==> config.mk <==
export PLATFORM = sky130hd
export DESIGN_NAME = io_rx_controller
export DESIGN_NICKNAME = d
export VERILOG_FILES = /design/src/rtl/img_pkg.sv /design/src/rtl/img_addr_counter.sv /design/src/rtl/io_rx_controller.sv
export SDC_FILE = /design/constraint.sdc
export NUM_CORES = 1
export LEC_CHECK = 0
export BUFFER_PORTS_ARGS = -buffer_cell sky130_fd_sc_hd__buf_2
export CORE_MARGIN = 2
export CORE_UTILIZATION = 40
export CTS_CLUSTER_DIAMETER = 30
export DETAILED_ROUTE_END_ITERATION = 12
export HOLD_SLACK_MARGIN = 0.12
export PLACE_DENSITY = 0.78
export REMOVE_ABC_BUFFERS = 1
export SLEW_MARGIN = 0
export SYNTH_ARGS = -nofsm -noshare
export SYNTH_HDL_FRONTEND = slang
export SYNTH_HIERARCHICAL = 1
export SYNTH_SLANG_ARGS = --single-unit
==> constraint.sdc <==
create_clock -name clk -period 2.85 [get_ports clk]
set_input_delay 0.285 -clock clk [delete_from_list [all_inputs] [get_ports clk]]
set_output_delay 0.285 -clock clk [all_outputs]
set_load 0.01 [all_outputs]
==> src/rtl/img_pkg.sv <==
// Shared image-receive constants and the receiver state type.
package img_pkg;
    localparam int IMG_DIM_W = 8;
    localparam int PIX_W     = 8;

    typedef enum logic {IDLE, RECV} rx_state_t;
endpackage

==> src/rtl/img_addr_counter.sv <==
// Row-major address walker over an nrows x ncols image; last flags the final pixel.
module img_addr_counter
    import img_pkg::*;
(
    input  logic                 clk,
    input  logic                 rst,
    input  logic                 clear,
    input  logic                 step,
    input  logic [IMG_DIM_W-1:0] nrows,
    input  logic [IMG_DIM_W-1:0] ncols,
    output logic [IMG_DIM_W-1:0] row,
    output logic [IMG_DIM_W-1:0] col,
    output logic                 last
);
    localparam logic [IMG_DIM_W-1:0] ONE = IMG_DIM_W'(1);

    logic col_wrap;

    assign col_wrap = (col == ncols - ONE);
    assign last     = (row == nrows - ONE) && col_wrap;

    always_ff @(posedge clk or posedge rst) begin
        if (rst) begin
            row <= '0;
            col <= '0;
        end else if (clear) begin
            row <= '0;
            col <= '0;
        end else if (step) begin
            if (col_wrap) begin
                col <= '0;
                row <= row + ONE;
            end else begin
                col <= col + ONE;
            end
        end
    end
endmodule

==> src/rtl/io_rx_controller.sv <==
// Streams a row-major pixel frame into SRAM, one registered write per clock.
// Optional sticky overrun flag is built when IO_RX_OVERRUN_EN is defined.
module io_rx_controller
    import img_pkg::*;
(
    input  logic                 clk,
    input  logic                 rst,
    input  logic                 en,
    input  logic [IMG_DIM_W-1:0] nrows,
    input  logic [IMG_DIM_W-1:0] ncols,
    input  logic [PIX_W-1:0]     din,
    output logic                 busy,
    output logic [IMG_DIM_W-1:0] sram_row,
    output logic [IMG_DIM_W-1:0] sram_col,
    output logic [PIX_W-1:0]     sram_din,
    output logic                 sram_write_en,
    output logic                 sram_sense_en,
    input  logic [PIX_W-1:0]     sram_dout
`ifdef IO_RX_OVERRUN_EN
    ,
    output logic                 overrun
`endif
);
    rx_state_t state, state_next;
    logic      clear, step, start, last;
    logic      unused_sram_dout;

    assign unused_sram_dout = ^sram_dout;

    img_addr_counter u_addr (
        .clk   (clk),
        .rst   (rst),
        .clear (clear),
        .step  (step),
        .nrows (nrows),
        .ncols (ncols),
        .row   (sram_row),
        .col   (sram_col),
        .last  (last)
    );

    always_ff @(posedge clk or posedge rst) begin
        if (rst) state <= IDLE;
        else     state <= state_next;
    end

    always_comb begin
        state_next = state;
        clear      = 1'b0;
        step       = 1'b0;
        start      = 1'b0;
        case (state)
            IDLE: begin
                if (en && (nrows != '0) && (ncols != '0)) begin
                    state_next = RECV;
                    start      = 1'b1;
                    clear      = 1'b1;
                end
            end
            RECV: begin
                if (last) begin
                    state_next = IDLE;
                    clear      = 1'b1;
                end else begin
                    step = 1'b1;
                end
            end
            default: state_next = IDLE;
        endcase
    end

    // Outputs follow the next state so every write is presented from flops.
    always_ff @(posedge clk or posedge rst) begin
        if (rst) begin
            busy          <= 1'b0;
            sram_din      <= '0;
            sram_write_en <= 1'b0;
            sram_sense_en <= 1'b1;
        end else begin
            busy          <= (state_next == RECV);
            sram_write_en <= (state_next == RECV);
            sram_sense_en <= (state_next != RECV);
            sram_din      <= (state_next == RECV) ? din : '0;
        end
    end

`ifdef IO_RX_OVERRUN_EN
    always_ff @(posedge clk or posedge rst) begin
        if (rst)                        overrun <= 1'b0;
        else if (start)                 overrun <= 1'b0;
        else if (state == RECV && en)   overrun <= 1'b1;
    end
`endif
endmodule

# Yosys cells after proc, flatten, opt, wreduce, memory -nomap -nowiden
# Index checks and enable logic that the tools add are counted.
[classes]
addsub = 4
bitwise = 2
n_reduce_logical = 8
n_eq_ne = 2
n_mux = 13
[op_table]
columns = ["cell", "n"]
rows = [
  ["8-bit two-way mux", 7],
  ["8-bit by 1-bit adder with 8-bit output (second input constant)", 2],
  ["8-bit equality test", 2],
  ["8-bit nonzero test", 2],
  ["8-bit by 1-bit subtractor with 8-bit output (second input constant)", 2],
  ["1-bit two-way mux", 4],
  ["1-bit case mux with 2 select lines", 2],
  ["2-bit nonzero test", 2],
  ["1-bit logical AND", 3],
  ["1-bit inverter", 2],
  ["2-bit AND reduction", 1],
]
[word_totals]
reg_bits = 26
out_inout_bits = 27
elab_cells = 34
input_bits = 35

# Longest topological paths before layout
[depth]
word_depth = 7
ltp_mapped = 17
ltp_nobuf = 15

# By module
# The synthesis kept the hierarchy.
[by_module_without_submodules]
columns = ["module", "cells_per_inst", "seq_area_each_um2", "instances", "area_each_um2"]
rows = [
  ["img_addr_counter", 151, 400.4, 1, 1330.0],
  ["io_rx_controller", 53, 251.5, 1, 576.8],
]

# Least setup slack after synthesis
# No wires, ideal clock.
[synth_path]
kind = "input to register"
start = "input ncols[0]"
end = "register u_addr.row[5]"
setup_slack_ns = -0.537
n_path_buf = 2
t_arrival_ns = 3.309
setup_time_ns = 0.078
t_required_ns = 2.772
stages = 16
path_cell_list = "inv_1 > ha_1 > nor3b_2 > mux2i_1 > nor3b_1 > o31ai_1 > clkbuf_1 > nand2b_1 > a2111oi_0 > nand2b_1 > clkinv_1 > clkbuf_1 > and3_1 > nand2_1 > or4_1 > a21oi_1"
[synth_via]
elab_chain_cells = 7
word_cells_on_any_way = 14
classes_between = "1 x add/sub; 1 x eq/ne; 6 x mux; 6 x reduce/logical"
[synth_rtl]
columns = ["item", "line", "rtl"]
rows = [
  ["start: declaration", "io_rx_controller.sv:10", "input logic [IMG_DIM_W-1:0] ncols,"],
  ["8-bit by 1-bit subtractor with 8-bit output", "img_addr_counter.sv:19", "assign col_wrap = (col == ncols - ONE);"],
  ["8-bit equality test", "img_addr_counter.sv:19", ""],
  ["1-bit logical AND", "img_addr_counter.sv:20", "assign last = (row == nrows - ONE) && col_wrap;"],
  ["net last", "io_rx_controller.sv:25", "logic clear, step, start, last;"],
  ["1-bit two-way mux", "io_rx_controller.sv:61", "if (last) begin"],
  ["1-bit two-way mux", "io_rx_controller.sv:52", "case (state)"],
  ["net step", "io_rx_controller.sv:25", ""],
  ["2-bit nonzero test (no source line)", "n/a", ""],
  ["2-bit AND reduction (no source line)", "n/a", ""],
  ["end signal: assignment", "img_addr_counter.sv:32", "row <= row + ONE;"],
  ["end: declaration", "img_addr_counter.sv:11", "output logic [IMG_DIM_W-1:0] row,"],
]
# The timed path passes the listed nets, and every way through them passes these cells.
# A chain may end at the register's enable or synchronous reset.

# Worst setup path in the final report
[layout_path]
start = "register u_addr.col[7]"
end = "register u_addr.col[7]"
[layout_via]
elab_chain_cells = 5
word_cells_on_any_way = 11
classes_between = "1 x add/sub; 1 x eq/ne; 7 x mux; 2 x reduce/logical"
[layout_rtl]
columns = ["item", "line", "rtl"]
rows = [
  ["start: declaration", "img_addr_counter.sv:12", "output logic [IMG_DIM_W-1:0] col,"],
  ["start signal: assignment", "img_addr_counter.sv:34", "col <= col + ONE;"],
  ["8-bit equality test *", "img_addr_counter.sv:19", ""],
  ["1-bit logical AND *", "img_addr_counter.sv:20", ""],
  ["net last", "io_rx_controller.sv:25", ""],
  ["1-bit two-way mux *", "io_rx_controller.sv:61", ""],
  ["1-bit case mux with 2 select lines *", "io_rx_controller.sv:52", ""],
  ["net clear", "io_rx_controller.sv:25", ""],
  ["8-bit two-way mux or 2-bit nonzero test (tied branches)", "n/a", ""],
]
# Mark *: on every way through the listed nets, which the timed path passes. The rest lies on a longest branch. The select of a mux whose other input is x is not followed.

==> results.json <==
{
  "status": "finished, violations left",
  "violations": "setup timing",
  "h-tree-depth": 1,
  "grt_use_total": 0.178,
  "use_met2": 0.326,
  "r2r-end": "u_addr/col[7]",
  "r2r_cells": 13,
  "clock-root-buffer": "clkbuf_8",
  "synth.most_common_cell": "dfrtp_1",
  "clock_latency_ns": 0.27,
  "synth_common_cells": "dfrtp_1, nand2_1, xnor2_1, inv_1",
  "wl_per_cell_um": 15.0,
  "critPathLaunchType": "register",
  "clk_pin_slew_ns": 0.09,
  "critPathKind": "reg2reg",
  "numCtsBuffers": 3,
  "slew-limit-headroom": 0.564,
  "areaGrowthSynthToFinish_pct": 42.9,
  "fin_crit_ns": 2.87,
  "grt_pass1_wl_um": 7710,
  "ant_nets": 0,
  "required_ns": 3.04,
  "ys_warn_count": 6,
  "fin_ws_ns": -0.0227,
  "cts_num_sinks": 26,
  "slew_viol_final": 0,
  "synth-seq-cells": 26,
  "syn-mean-instance-area_um2": 9.35,
  "whs_endpoint": "sram_din[4]",
  "hp-class": "in2reg",
  "place_hpwl_um": 3740,
  "vias": 1931,
  "io_buffers": 53,
  "use_met1": 0.215,
  "period_share": 1.01,
  "synth_top_area_frac": 0.328,
  "r2r_setup_slack_ns": -0.02,
  "grt_setup_unrepaired": "true",
  "regArea_um2": 652,
  "synth_seq_area_share": 0.342,
  "fin_skew_ns": 0.00265,
  "core_area_mm2": 0.00466,
  "pre_cts_slack_ns": -0.483,
  "grt_pass1_vias": 1816,
  "multi_input_area_mm2": 0.00128,
  "grt_busiest_layer": "met2",
  "arrival_ns": 3.07,
  "die_w_um": 73.0,
  "syn_area_mm2": 0.00191,
  "async_flop_share": 1.00,
  "synth_edf_count": 0,
  "power_leakage_nw": 1.23,
  "die_y_um": 73.0,
  "cts_tree": "built",
  "clk_path_buf_depth": 2,
  "synth_ff_type": "dfrtp_1",
  "cap_violations": 0,
  "worstMarginPinSlew_ns": 0.653,
  "drive_gt1_frac": 0.486,
  "drc": 0,
  "drt-total-wl_um": 5240,
  "n_antenna_cell": 0,
  "hold_start": "din[4]",
  "finalPower_mw": 1.32,
  "ir_worst_vdd_v": 0.000233,
  "drtIter0Drc": 66,
  "min_path_cells": 3,
  "timing.rr.start": "u_addr/col[7]",
  "grt_overflow": 0,
  "rows": 25,
  "nets": 336,
  "setup_viol": 2,
  "hold_violations": 0,
  "vias_per_cell": 5.52,
  "powerDensity_mw_per_mm2": 485,
  "fin_util": 0.585,
  "dieArea_mm2": 0.00534,
  "routabilityCongestion": 0.894,
  "synth_cell_types": 49,
  "dr.pass1.iters": 4,
  "synth.area.top_cells": "dfrtp_1, xnor2_1, o31ai_2, nand2_1, xor2_1",
  "fillers": 366,
  "grt_max_degree": 17,
  "start_util": 0.409,
  "grt_use_met3": 0.0359,
  "antenna_found_initial": 0,
  "yosys.area.top_type": "dfrtp_1",
  "cp_max_fo": 3,
  "synthCells": 204,
  "cp-end-kind": "register",
  "io_pins": 62,
  "fmax_ghz": 0.348
}
## through the flow
| step | TNS [ns] | cell area, µm² | instances | hold WS (ns) |
|---|---|---|---|---|
| final | -0.0421 | 2730 | 350 | 0.226 |
| after global routing | -0.647 | 2730 | 350 | 0.225 |
| after detailed placement | -5.76 | 2460 | 340 | 0.285 |
| after global placement | -3.20 | 2460 | 340 | 0.291 |
| after floorplan | -6.33 | 1830 | 194 | 0.124 |
| after CTS | 0 | 2560 | 345 | 0.222 |
## critical path: stages (launching register included)
cell,delay (ns)
dfrtp_1,0.43
xnor2_2,0.15
or4b_4,0.54
o211ai_2,0.21
a31o_4,0.16
nand2b_4,0.07
a2111oi_4,0.30
nand2_1,0.15
o31ai_4,0.11
o21ai_2,0.11
nor2_2,0.16
nand3_2,0.10
xor2_1,0.17
nor3_1,0.14
## layer usage
metal | share of wire | up-vias
li1 | - | 937
met1 | 0.42 | 929
met2 | 0.52 | 57
met3 | 0.045 | 8
met4 | 0.015 | 0
met5 | 0 | -
## flip-flops by register name, indices dropped and copies added (netlist names)
| signal | count |
|---|---|
| u_addr/row | 8 |
| sram_write_en | 1 |
| u_addr/col | 8 |
| sram_sense_en | 1 |
| sram_din | 8 |
## repair_timing
action / CTS / global route
pin swaps: 0 / 18
gates resized for setup: 5 / 28
endpoints found under the hold margin: 25 / 0
hold buffers: 1 / 0
setup endpoints to repair: 16 / 16
buffers inserted: 0 / 5
## final cells by class
cell class                      instances  share of cell area
Clock buffer                            4              0.0202
Inverter                               11              0.0170
Multi-Input combinational cell        157               0.471
Sequential cell                        26               0.239
Timing Repair Buffer                   98               0.228
Tap cell                               54              0.0248
## placed cells by master, fill, tap and decap left out, types with 6 or more instances in the layout
master	n
xor2_1	9
nand2_1	21
inv_1	9
buf_2	53
nor2_1	8
xnor2_1	16
nor3_1	8
nand4_1	7
dfrtp_1	25
o31ai_2	10
a21oi_1	6
buf_4	40
## cell families (layout without fill, tap and decap cells)
| logic type | count (synthesis) | in the layout | synth area share |
|---|---|---|---|
| AND/OR/NAND/NOR | 83 | 83 | 0.256 |
| AO/OA/AOI/OAI | 42 | 42 | 0.185 |
| XOR/XNOR | 26 | 26 | 0.119 |
| flip-flops | 26 | 26 | 0.342 |
| buffers and inverters | 21 | 113 | 0.0604 |
| adder cells (fa/ha/maj) | 4 | 4 | 0.0262 |
| multiplexers | 2 | 2 | 0.0112 |
## worst max-delay path by stage
stage / slack [ns] / to / startpoint
2_1_floorplan: -0.58 / u_addr/row[5] / ncols[0]
3_3_place_gp: -0.33 / u_addr/col[7] / ncols[0]
3_5_place_dp: -0.48 / u_addr/col[7] / ncols[0]
4_1_cts: 0.0004 / u_addr/col[7] / u_addr/col[7]
5_1_grt: -0.16 / u_addr/col[7] / u_addr/col[7]
6_report: -0.02 / u_addr/col[7] / u_addr/col[7]
## where the power goes
part           switching, mW  internal, mW  total, mW  leakage [nW]
sequential            0.0558         0.430      0.485         0.330
combinational          0.301         0.296      0.597         0.871
clock                  0.116         0.124      0.240        0.0288
(Power assumes the default switching activity.)
